### config.mk
export PLATFORM = sky130hd
export DESIGN_NAME = vector_lsu
export DESIGN_NICKNAME = d
export VERILOG_FILES = /design/src/rtl/vector_lsu_pkg.sv /design/src/rtl/vector_lsu_agen.sv /design/src/rtl/vector_lsu.sv
export SDC_FILE = /design/constraint.sdc
export NUM_CORES = 2
export LEC_CHECK = 0
export CAP_MARGIN = 0
export CORE_AREA = 2 2 246 248
export DETAILED_ROUTE_END_ITERATION = 6
export DIE_AREA = 0 0 248 250
export GPL_ROUTABILITY_DRIVEN = 0
export PLACE_DENSITY_LB_ADDON = 0.2
export SYNTH_ARGS = -nofsm -noshare
export SYNTH_HDL_FRONTEND = slang
export SYNTH_SLANG_ARGS = --single-unit
### constraint.sdc
create_clock -name clk_i -period 9.43 [get_ports clk_i]
set_input_delay 2.3575 -clock clk_i [delete_from_list [all_inputs] [get_ports clk_i]]
set_output_delay 2.3575 -clock clk_i [all_outputs]
set_load 0.1 [all_outputs]
### src/rtl/vector_lsu_pkg.sv
// rtl/vector_lsu_pkg.sv - shared types and constants for the vector load/store unit
package vector_lsu_pkg;

  localparam int VLEN_DEFAULT = 16;

  typedef enum logic [1:0] {
    IDLE = 2'd0,
    XFER = 2'd1,
    FIN  = 2'd2
  } lsu_state_t;

  typedef logic [VLEN_DEFAULT-1:0][VLEN_DEFAULT-1:0] lsu_vec_t;

  function automatic int lane_w(input int n);
    return (n > 1) ? $clog2(n) : 1;
  endfunction

endpackage

### src/rtl/vector_lsu_agen.sv
// rtl/vector_lsu_agen.sv - lane address generator; VECTOR_LSU_STRIDE_EN selects strided addressing
module vector_lsu_agen #(
  parameter int ADDR_W = 32,
  parameter int LANE_W = 4
) (
  input  logic              clk_i,
  input  logic              rst_i,
  input  logic              load_i,
  input  logic [ADDR_W-1:0] base_i,
`ifdef VECTOR_LSU_STRIDE_EN
  input  logic [ADDR_W-1:0] stride_i,
`endif
  input  logic [LANE_W-1:0] lane_i,
  output logic [ADDR_W-1:0] addr_o
);

  logic [ADDR_W-1:0] base_q;

`ifdef VECTOR_LSU_STRIDE_EN
  logic [ADDR_W-1:0] stride_q;

  always_ff @(posedge clk_i) begin
    if (rst_i) begin
      base_q   <= '0;
      stride_q <= '0;
    end else if (load_i) begin
      base_q   <= base_i;
      stride_q <= stride_i;
    end
  end

  // Two's complement stride: truncating the product to ADDR_W gives the wrapped sum.
  assign addr_o = base_q + ADDR_W'(lane_i) * stride_q;
`else
  always_ff @(posedge clk_i) begin
    if (rst_i) begin
      base_q <= '0;
    end else if (load_i) begin
      base_q <= base_i;
    end
  end

  assign addr_o = base_q + ADDR_W'(lane_i);
`endif

endmodule

### src/rtl/vector_lsu.sv
// rtl/vector_lsu.sv - vector load/store unit sequencing lane transfers ahead of the vector RF write port
// Optional VECTOR_LSU_STRIDE_EN adds a stride_i operand for strided addressing.
module vector_lsu
  import vector_lsu_pkg::*;
#(
  parameter int WIDTH  = VLEN_DEFAULT,
  parameter int ADDR_W = 32
) (
  input  logic                         clk_i,
  input  logic                         rst_i,
  input  logic                         start_i,
  input  logic                         is_store_i,
  input  logic [ADDR_W-1:0]            base_addr_i,
  input  logic [4:0]                   vd_i,
  input  logic [WIDTH-1:0][WIDTH-1:0]  st_data_i,
`ifdef VECTOR_LSU_STRIDE_EN
  input  logic [ADDR_W-1:0]            stride_i,
`endif
  output logic                         mem_req_o,
  output logic                         mem_we_o,
  output logic [ADDR_W-1:0]            mem_addr_o,
  output logic [WIDTH-1:0]             mem_wd_o,
  input  logic [WIDTH-1:0]             mem_rd_i,
  input  logic                         mem_ack_i,
  output logic                         wev_o,
  output logic [4:0]                   rd_o,
  output logic [WIDTH-1:0][WIDTH-1:0]  wd_o,
  output logic                         busy_o,
  output logic                         done_o
);

  localparam int LANE_W = lane_w(WIDTH);
  localparam logic [LANE_W-1:0] LAST_LANE = LANE_W'(WIDTH - 1);

  lsu_state_t                  state_q;
  logic [LANE_W-1:0]           lane_q;
  logic                        op_store_q;
  logic [4:0]                  vd_q;
  logic [WIDTH-1:0][WIDTH-1:0] st_q;
  logic [WIDTH-1:0][WIDTH-1:0] buf_q;
  logic [WIDTH-1:0][WIDTH-1:0] buf_d;
  logic [WIDTH-1:0][WIDTH-1:0] wd_q;
  logic [4:0]                  rd_q;
  logic                        mem_req_q;
  logic                        mem_we_q;
  logic                        wev_q;
  logic                        busy_q;
  logic                        done_q;
  logic                        capture;
  logic                        lane_ack;

  assign capture  = (state_q == IDLE) && start_i;
  // Acks only count while a request is outstanding, i.e. in XFER.
  assign lane_ack = (state_q == XFER) && mem_ack_i;

  vector_lsu_agen #(
    .ADDR_W (ADDR_W),
    .LANE_W (LANE_W)
  ) u_agen (
    .clk_i    (clk_i),
    .rst_i    (rst_i),
    .load_i   (capture),
    .base_i   (base_addr_i),
`ifdef VECTOR_LSU_STRIDE_EN
    .stride_i (stride_i),
`endif
    .lane_i   (lane_q),
    .addr_o   (mem_addr_o)
  );

  always_comb begin
    buf_d = buf_q;
    if (lane_ack && !op_store_q) begin
      buf_d[lane_q] = mem_rd_i;
    end
  end

  always_ff @(posedge clk_i) begin
    if (rst_i) begin
      state_q    <= IDLE;
      lane_q     <= '0;
      op_store_q <= 1'b0;
      vd_q       <= '0;
      st_q       <= '0;
      buf_q      <= '0;
      wd_q       <= '0;
      rd_q       <= '0;
      mem_req_q  <= 1'b0;
      mem_we_q   <= 1'b0;
      wev_q      <= 1'b0;
      busy_q     <= 1'b0;
      done_q     <= 1'b0;
    end else begin
      wev_q  <= 1'b0;
      done_q <= 1'b0;
      case (state_q)
        IDLE: begin
          if (start_i) begin
            state_q    <= XFER;
            lane_q     <= '0;
            op_store_q <= is_store_i;
            vd_q       <= vd_i;
            st_q       <= st_data_i;
            buf_q      <= '0;
            mem_req_q  <= 1'b1;
            mem_we_q   <= is_store_i;
            busy_q     <= 1'b1;
          end
        end
        XFER: begin
          if (lane_ack) begin
            buf_q <= buf_d;
            if (lane_q == LAST_LANE) begin
              state_q   <= FIN;
              mem_req_q <= 1'b0;
              mem_we_q  <= 1'b0;
              done_q    <= 1'b1;
              // buf_d already holds the final lane, so WD is complete on the FIN cycle.
              if (!op_store_q) begin
                wev_q <= 1'b1;
                rd_q  <= vd_q;
                wd_q  <= buf_d;
              end
            end else begin
              lane_q <= lane_q + LANE_W'(1);
            end
          end
        end
        FIN: begin
          state_q <= IDLE;
          busy_q  <= 1'b0;
        end
        default: begin
          state_q <= IDLE;
        end
      endcase
    end
  end

  assign mem_req_o = mem_req_q;
  assign mem_we_o  = mem_we_q;
  assign mem_wd_o  = st_q[lane_q];
  assign wev_o     = wev_q;
  assign rd_o      = rd_q;
  assign wd_o      = wd_q;
  assign busy_o    = busy_q;
  assign done_o    = done_q;

endmodule

==> flow_summary.yaml <==
global_routing:
  grt_usage_pct: 30.8
  grt_max_degree: 224
  grt_antenna_before_repair: 20
  globalRoute.totalOverflow: 0
  grt_pass1_wl_um: 145000
  grt_pass1_vias: 24100
place:
  dpl-instance-area_mm2: 0.0366
  port_buffers: 627
  place_inst: 4489
  dp_hpwl_um: 64600
setup_path:
  critPathTopFamily: "buffers and inverters"
  r2r_setup_slack_ps: 4960
  cp-end-kind: "primary output"
  critPathBufInv: 1
  cpMaxStageDelayCell: "clkdlybuf4s50_1"
  crit_path_max_fanout: 36
  rr_worst_depth: 7
  r2r-start: "lane_q[0]"
  start_kind: "flip-flop"
  arrival_ps: 4570
  crit_chain: "ha_1, a21oi_1, o22ai_1, nand4_1, xnor2_1, clkdlybuf4s50_1"
  path_class: "flip-flop to primary output"
  required_ps: 7070
  rr_endpoint: "wd_o[212]"
  max_stage_delay_ps: 1170
clock_network:
  cts_tree: "done"
  ctsHoldBuffers: 0
  cts_max_path_buffers: 3
  post-cts-setup-buffers: 0
  clk_pin_slew_worst_paths_ps: 60
  cts-htree-levels: 3
  clk_latency_ps: 640
  clock-root-buffer: "clkbuf_16"
  cts_resized: 0
  cts.sinks: 806
  cts_buffers: 82
detailed_routing:
  wl_met3_um: 8850
  drt_iter0_markers: 2335
  viasPerCell: 5.60
  wl_per_cell_um: 21.2
  drc: 0
  drt-met1-wl_um: 38500
  vias: 26000
  firstDrtPassIters: 5
  maxUsedRoutingLayer: "met5"
  dr_wl_met2_um: 46000
  wl_um: 98600
  postRouteAntennaNets: 0
synth:
  syn_avg_cell_area_um2: 9.14
  yosysSeqAreaShare_pct: 53.1
  ys.warnings.count: 0
  synth_top_family_by_area: "compound AO/OA/AOI/OAI gates"
  synth_compound_area_share_pct: 18.6
  yosys.area.top_type: "dfxtp_1"
  async_flop_share_pct: 0
  postSynthCellCount: 3329
  ys_top_cells_by_area: "dfxtp_1 (53%), nand2_1 (13%), a21oi_1 (8.5%), a22o_1 (6.9%), mux4_2 (4.7%)"
  synth_edf_count: 0
  synthMuxAreaShare_pct: 6.39
  netlist_area_mm2: 0.0304
  synthAdderAreaFrac_pct: 0.395
  yosysTopAreaCellShare_pct: 53.1
  yosysUniqueCellTypes: 53
  synth_nets: 3652
  yosys.area_share.simple_pct: 15.8
  synth_ff_type: "dfxtp_1"
  synth_xor_area_share_pct: 0.835
  ys_ff_latch: 806
floorplanning:
  die_x_um: 248
  initial_core_util_pct: 51.1
  rows: 90
  design.die.area_mm2: 0.0620
  core_mm2: 0.0596
  pin_count: 628
  die_y_um: 250
power:
  powerDensity_mw_per_mm2: 190
  power_w: 0.00749
  ir_drop_mv: 0.130
  p_leak_nw: 14.0
sta:
  min_period_over_period_pct: 73.5
  setup_tns_ps: 0
  period_minus_slack_ps: 6930
  finClkSkew_ps: 18.5
  hold_viol_final: 0
  max_slew_margin_pct: 11.2
  setup_viol: 0
  max_freq_mhz: 144
  maxSlewViolCount: 0
  tightest_slew_ps: 1330
  rsz0062_at_grt: "no"
finish:
  num-nets-final: 4114
  fin_util_pct: 66.2
  final_area_mm2: 0.0394
  final_cell_mix: "nand2_1 (1046), dfxtp_1 (804), clkdlybuf4s50_1 (626)"
  area_growth_pct: 29.7
  fin_cells: 4649
  final_common_cell: "nand2_1"
  drive_gt1_share_pct: 7.86
job:
  maxCapViolations: 0
worst_hold_path:
  hp-start: "buf_q[141]"
  holdPathStages: 2
  hp-class: "flip-flop to flip-flop"
  min_to: "wd_o[141]"
status:
  status: "finished, final reports clean"
==> registers in the layout, indices dropped and copies added, names as in the netlist, 2 cells and up <==
register,cells
buf_q,240
rd_o,5
lane_q,4
wd_o,256
state_q,2
vd_q,5
st_q,256
u_agen.base_q,32
==> kinds of logic after synthesis <==
| kind of cell | Yosys count |
|---|---|
| AO/OA/AOI/OAI | 863 |
| multiplexers | 114 |
| AND/OR/NAND/NOR | 1207 |
| buffers and inverters | 301 |
| flip-flops | 806 |
| XOR/XNOR | 29 |
| adder cells (fa/ha/maj) | 9 |
==> worst max path at each step <==
| stage | from | to | slack [ps] | cells past startpoint |
|---|---|---|---|---|
| after floorplan | lane_q[1] | mem_addr_o[20] | 2940 | 10 |
| after global placement | lane_q[0] | mem_addr_o[25] | 3320 | 6 |
| after detailed placement | lane_q[0] | mem_addr_o[17] | 3200 | 6 |
| after CTS | lane_q[0] | mem_addr_o[17] | 2450 | 6 |
| after global routing | lane_q[0] | mem_addr_o[17] | 2110 | 6 |
| final | lane_q[0] | mem_addr_o[17] | 2500 | 6 |
==> power breakdown <==
part	internal (W)	total, W	switching (W)
Sequential	0.00348	0.00353	0.0000511
Combinational	0.000245	0.000645	0.000399
Clock	0.00193	0.00331	0.00139
==> stage by stage <==
step	hold slack (ps)	worst slack, ps
CTS	450	2450
global route	465	2110
floorplan	432	2940
finish	448	2500
global placement	438	3320
detailed placement	442	3200
==> layout make-up <==
cell class | instances | area, um2
Tap cell | 782 | 978
Multi-Input combinational cell | 2222 | 12800
Antenna cell | 11 | 27.5
Inverter | 9 | 33.8
Clock buffer | 121 | 2450
Clock inverter | 28 | 329
Fill cell | 4929 | 20100
Timing Repair Buffer | 670 | 6650
Sequential cell | 806 | 16100
==> worst reg2reg max path, cell delays in order (launching register included) <==
cell      delay, ps
dfxtp_4         830
buf_4           670
ha_1            350
and3_1          500
and3_4          930
buf_12          590
nor2_1          280
a211oi_1        240
==> layer usage <==
| layer | GRT usage, % | up-vias |
|---|---|---|
| met2 | 48.3 | 1046 |
| li1 | - | 12300 |
| met3 | 8.39 | 242 |
| met1 | 38.4 | 12400 |
| met5 | 0 | - |
| met4 | 16.4 | 18 |
==> Yosys cell counts, types with 21 or more instances <==
| master | count |
|---|---|
| and3_1 | 26 |
| nand2_1 | 1047 |
| clkbuf_1 | 157 |
| mux4_2 | 64 |
| xnor2_1 | 28 |
| buf_6 | 21 |
| a22oi_1 | 32 |
| a211oi_1 | 32 |
| dfxtp_1 | 806 |
| a21oi_1 | 515 |
| a22o_1 | 240 |
| nor2_1 | 66 |
| buf_2 | 75 |
| mux2i_1 | 50 |
No activity file was read; power rests on OpenSTA's default activity.
